<file path="src/rtl/aes_round_word_ctrl.sv">
// Word-serial AES-128 round sequencer: walks rounds 0..NUM_ROUNDS one
// key word per accepted cycle and decodes per-round bypass controls.
module aes_round_word_ctrl #(
  parameter int NUM_ROUNDS      = 10,
  parameter int WORDS_PER_BLOCK = 4
) (
  input  logic       clk,
  input  logic       rst,
  input  logic       start,
  input  logic       abort,
  input  logic       rnd_key_vld,
  output logic       key_req,
  output logic [5:0] key_addr,
  output logic [3:0] rnd_num,
  output logic [1:0] word_idx,
  output logic       word_vld,
  output logic       sub_bypass,
  output logic       mix_bypass,
  output logic       busy,
  output logic       done
);

  typedef enum logic [2:0] {
    IDLE,
    INIT,
    ROUND,
    FINAL,
    DONE
  } state_t;

  localparam logic [1:0] LAST_WORD = 2'(WORDS_PER_BLOCK - 1);
  localparam logic [3:0] PEN_RND   = 4'(NUM_ROUNDS - 1);

  state_t     state, state_d;
  logic [3:0] rnd_q, rnd_d;
  logic [1:0] word_q, word_d;
  logic       last_word;

  always_ff @(posedge clk or posedge rst) begin
    if (rst) begin
      state  <= IDLE;
      rnd_q  <= '0;
      word_q <= '0;
    end else begin
      state  <= state_d;
      rnd_q  <= rnd_d;
      word_q <= word_d;
    end
  end

  assign key_req   = (state == INIT) ||
                     (state == ROUND) ||
                     (state == FINAL);
  assign word_vld  = key_req & rnd_key_vld;
  assign last_word = (word_q == LAST_WORD);

  always_comb begin
    state_d = state;
    rnd_d   = rnd_q;
    word_d  = word_q;
    if (abort) begin
      state_d = IDLE;
      rnd_d   = '0;
      word_d  = '0;
    end else begin
      unique case (state)
        IDLE: begin
          if (start) begin
            state_d = INIT;
            rnd_d   = '0;
            word_d  = '0;
          end
        end
        INIT, ROUND, FINAL: begin
          if (word_vld) begin
            word_d = word_q + 2'd1;
            if (last_word) begin
              rnd_d = rnd_q + 4'd1;
              unique case (state)
                INIT:  state_d = ROUND;
                ROUND: begin
                  if (rnd_q == PEN_RND)
                    state_d = FINAL;
                end
                default: begin
                  // Block finished: counters park at zero.
                  state_d = DONE;
                  rnd_d   = '0;
                  word_d  = '0;
                end
              endcase
            end
          end
        end
        DONE:    state_d = IDLE;
        default: state_d = IDLE;
      endcase
    end
  end

  assign rnd_num    = rnd_q;
  assign word_idx   = word_q;
  assign key_addr   = {rnd_q, word_q};
  assign sub_bypass = (state == INIT);
  assign mix_bypass = (state == INIT) ||
                      (state == FINAL);
  assign busy       = (state != IDLE);
  assign done       = (state == DONE);

endmodule

</file>
<file path="config.mk">
export PLATFORM = sky130hd
export DESIGN_NAME = aes_round_word_ctrl
export DESIGN_NICKNAME = d
export VERILOG_FILES = /design/src/rtl/aes_round_word_ctrl.sv
export SDC_FILE = /design/constraint.sdc
export NUM_CORES = 1
export LEC_CHECK = 0
export CORE_MARGIN = 2
export CORE_UTILIZATION = 39
export CTS_CLUSTER_DIAMETER = 50
export DETAILED_ROUTE_END_ITERATION = 12
export GPL_TIMING_DRIVEN = 1
export PLACE_DENSITY = 0.73
export SLEW_MARGIN = 20
export SYNTH_ARGS = -nofsm -noshare
export SYNTH_HDL_FRONTEND = slang
export SYNTH_SLANG_ARGS = --single-unit
export TNS_END_PERCENT = 20
</file>
<file path="constraint.sdc">
create_clock -name clk -period 1.3 [get_ports clk]
set_input_delay 0.26 -clock clk [delete_from_list [all_inputs] [get_ports clk]]
set_output_delay 0.26 -clock clk [all_outputs]
set_load 0.03 [all_outputs]
</file>
* After elaboration in Yosys (flattened, before gate mapping) *
Cells that the tools add are included.

storage, ports and cells
  bits in registers = 9
  input bits = 5
  output and inout bits = 18

cells by class
  add/sub/neg operators = 2
  equality and inequality tests = 10
  muxes and demuxes = 19
  bitwise logic cells = 1
  reduce and logical (&&, ||, !) cells = 11

operators by type and width
  kind                                                             number
  4-bit 2-to-1 mux                                                 5
  3-bit 2-to-1 mux                                                 5
  3-bit case mux with 2 select lines                               2
  2-bit 2-to-1 mux                                                 5
  3-bit inequality test, second input constant                     3
  4-bit case mux with 2 select lines                               1
  4-bit AND reduction                                              2
  3-bit by 2-bit == test with 1-bit output, second input constant  2
  3-bit nonzero test                                               2
  4-bit by 1-bit adder with 4-bit output, second input constant    1
  4-bit == test, second input constant                             1
  4-bit inequality test, second input constant                     1
  2-bit case mux with 2 select lines                               1
  3-bit by 1-bit == test with 1-bit output, second input constant  1
  3-bit == test, second input constant                             1
  3-bit logical NOT                                                1
  1-bit logical OR                                                 3
  3-bit AND reduction                                              1
  3-bit OR reduction                                               1
  2-bit by 1-bit adder with 2-bit output, second input constant    1
  2-bit == test, second input constant                             1
  2-bit OR reduction                                               1
  1-bit AND                                                        1

* Longest topological paths before layout *
  depth after elaboration = 7
  gate-level depth with buffers = 6
  mapped depth without buffers = 6

* Worst setup path after synthesis *
OpenSTA, ideal clock, no wires.

  path type = reg2out
  from = register state[0]
  to = output done
  data arrival time = 1.269 ns
  slack = -0.229 ns
  stages on the path, launching flop included = 3
  cells stage by stage = dfrtp_1 buf_4 nor3_1

on the way
  cells in the longest elaborated chain, start to end = 1

ends and longest elaborated chain
  what                    RTL line  text
  from (decl)             34        state_t state, state_d;
  from (signal assigned)  45        state <= state_d;
  3-bit == test           108       assign done = (state == DONE);
  to (decl)               20        output logic done

Every way passes these cells.

* Worst setup path in the final report *
  from = register state[0]
  to = register rnd_q[2], in the netlist rnd_num[2]

on the way
  cells in the longest elaborated chain, start to end = 7
  elaborated cells on any way between the ends = 19
  those cells by class = eq/ne: 6; mux: 5; bitwise: 1; reduce/logical: 7

ends and longest elaborated chain
  what                                                                                                         RTL line  text
  3-bit by 1-bit == test with 1-bit output / 3-bit by 2-bit == test with 1-bit output (equally long branches)  -
  2-bit OR reduction (no line)                                                                                 -
  4-bit 2-to-1 mux                                                                                             79        unique case (state)
  4-bit 2-to-1 mux                                                                                             77        if (last_word) begin
  4-bit 2-to-1 mux                                                                                             75        if (word_vld) begin
  4-bit case mux with 2 select lines                                                                           66        unique case (state)
  4-bit 2-to-1 mux                                                                                             61        if (abort) begin
  to (signal assigned)                                                                                         46        rnd_q <= rnd_d;
  to (decl)                                                                                                    35        logic [3:0] rnd_q, rnd_d;

Parallel ways exist; a longest one is shown, timed or not. The select of a mux whose other input is x is not followed.
A chain may end at the register's enable or synchronous reset.

==> results.cfg <==
[synth]
synth-seq-cells = 9
synthTopCellsByArea = dfrtp_1, buf_4, ha_1
syn_avg_cell_area_um2 = 9.438
yosysTopAreaCellShare_pct = 34.09
netlist_instances = 70
ys_types = 32
synth_nets = 78
synth_top_cell_by_area = dfrtp_1
yosys_warnings = 0
syn_area_um2 = 660.6
synth-seq-area-share_pct = 34.09

[drt]
post_drt_wl_per_cell_um = 13.84
ant_nets = 0
wl_met3_um = 89
wl_met2_um = 951
wl_met1_um = 730
vias = 657
wl_um = 1771
vias_per_cell = 5.133
firstDrtPassIters = 4
drt_iter0_markers = 3
top_layer = met3
drcViolationCount = 0

[placed_design]
dp_hpwl_um = 1255
numPortBuffers = 22
placed_cells = 118
gp_congestion = 0.8580

[finish]
seq_area_um2 = 229.0
nFillCells = 120
multiInputGateArea_um2 = 427.9
area_growth_pct = 69.89
utilization_pct = 72.81
final_cell_mix = buf_4, buf_6, dfrtp_1, clkdlybuf4s50_1
stdcell_count = 128
num-nets-final = 121
final_common_cell = buf_4
layout-drive-gt1-share_pct = 62.50
diodes = 0

[cts]
numCtsBuffers = 3
clk_latency_ns = 0.25
ctsHoldBuffers = 0
cts_tree = done
cts_buffer_depth = 2
cts_sinks = 9
clkTransAtPathRegs_ns = 0.06
ctsHtreeMaxLevel = 1
clockRootBuffer = clkbuf_4

[sta]
rsz0062_at_grt = true
fin_crit_sh_pct = 120.8
setup_viol = 14
fin_crit_ns = 1.570
worstMarginPinSlew_ns = 0.3463
max_slew_margin_pct = 76.81
drv_slew = 0
hold_violations = 0
max_freq_mhz = 636.9
fin_skew_ns = 0.005472
timing.final.ws_setup_ns = -0.2702

[global_routing]
antenna_found_initial = 0
overflow = 0
grt_pass1_wl_um = 2718
grt_start_max_net_pins = 10
grt_usage_pct = 18.43
grt_pass1_vias = 657

[flow_run]
cap_violations = 0

[floorplanning]
die_h_um = 45.16
die_area_mm2 = 0.002039
rows = 14
start_util_pct = 42.86
boundaryPins = 23
die_w_um = 45.16
core-area_mm2 = 0.001541

[pwr]
leakage_nw = 0.5299
power_w = 0.0007818
peakVddDrop_mv = 0.4171
cellPowerDensity_mw_per_mm2 = 696.6

[critical_path]
crit_path_end_kind = flop
slowest_stage = dfrtp_2
path_class = reg2reg
cp_data_arrival_time_ns = 1.75
crit_required_ns = 1.48
start_kind = flop
crit_fanout = 3
cp_slowest_stage_delay_ns = 0.43
crit_path_cell_trace = buf_6, or3b_4, and2_4, or2_4, o2bb2ai_2

[worst_hold_path]
min_path_type = in2async

[run_status]
outcome = finished, violations left
violations = negative setup slack
flip-flops by register name, summed over array words and instances, names as in the netlist:
register	cells
rnd_num	4
state	3
word_idx	2
report_power, final:
part	internal, W	total [W]	switching (W)
registers	0.000288	0.000295	0.00000739
logic	0.000143	0.000280	0.000138
clock network	0.000118	0.000207	0.0000889
metrics by stage:
step	TNS, ns	setup WS, ns	hold slack (ns)	instance area [um^2]
floorplan	-0.4151	-0.07807	0.08778	680.7
global placement	-3.305	-0.4333	0.5439	953.4
detailed placement	-3.587	-0.4731	0.5345	953.4
CTS	-3.120	-0.2441	0.2628	1077
global route	-3.552	-0.3011	0.3167	1122
finish	-2.967	-0.2702	0.2603	1122
Yosys cell counts:
cell       n
xnor2_1    1
nand2b_1   3
o31ai_1    1
nor4b_1    1
nand3b_1   1
o21a_1     1
ha_1       3
inv_1      4
or3_4      1
buf_4      8
or2_4      1
o211ai_1   1
clkbuf_2   1
dfrtp_1    9
nand3_1    3
o21ai_1    1
a21oi_1    3
o2bb2ai_2  2
xor2_1     1
nand2_1    4
and2_4     1
nor2b_1    1
a311oi_2   1
nor3_1     3
a221oi_1   1
o21bai_1   2
nor4b_2    1
nor2_1     6
o21ai_2    1
mux2i_1    1
or3b_4     1
and3_1     1
final cells by class:
cell class                 count  share of cell area, %
inverter                       4                  1.338
clock buffer                   4                  2.341
tap                           16                  1.784
sequential                     9                  20.40
timing repair buffer          47                  36.01
multi-input combinational     48                  38.13
final timing paths:
kind	startpoint	endpoint	slack (ns)	depth (start not counted)
hold reg to reg	rnd_num[3]	rnd_num[3]	0.58	1
setup / recovery	state[0]	rnd_num[2]	-0.27	5
hold / removal	rst	rnd_num[1]	0.26	2
max in group asynchronous	rst	state[0]	0.77	2
setup reg to reg	state[0]	rnd_num[2]	-0.27	5
min in group clk	rnd_num[3]	rnd_num[3]	0.58	1
cell families (layout without fill, tap and decap cells):
group	after synthesis	after routing	share of synthesized area, %
AND/OR/NAND/NOR	28	28	25.76
AO/OA/AOI/OAI	14	14	18.18
buffers and inverters	13	55	12.12
flip-flops	9	9	34.09
adder cells (fa/ha/maj)	3	3	5.682
XOR/XNOR	2	2	2.652
multiplexers	1	1	1.515
metal layers:
metal	global-route usage, %	vias to the layer above
met3	3.600	0
met4	7.059	0
met2	33.43	18
met1	20.99	318
met5	0	-
li1	-	321
repair_timing:
item / CTS / global route
setup endpoints to repair: 14 / 14
hold endpoints to repair: 0 / 0
buffers inserted: 6 / 0
pin swaps: 8 / 2
gates resized for setup: 15 / 11
cloned: 0 / 0
critical path, delay by kind of cell (launching register included):
family / cells / cell delay, ns
compound gates: 1 / 0.11
simple gates: 3 / 0.82
buf+inv: 1 / 0.13
flops: 1 / 0.43
(Power assumes the default switching activity.)
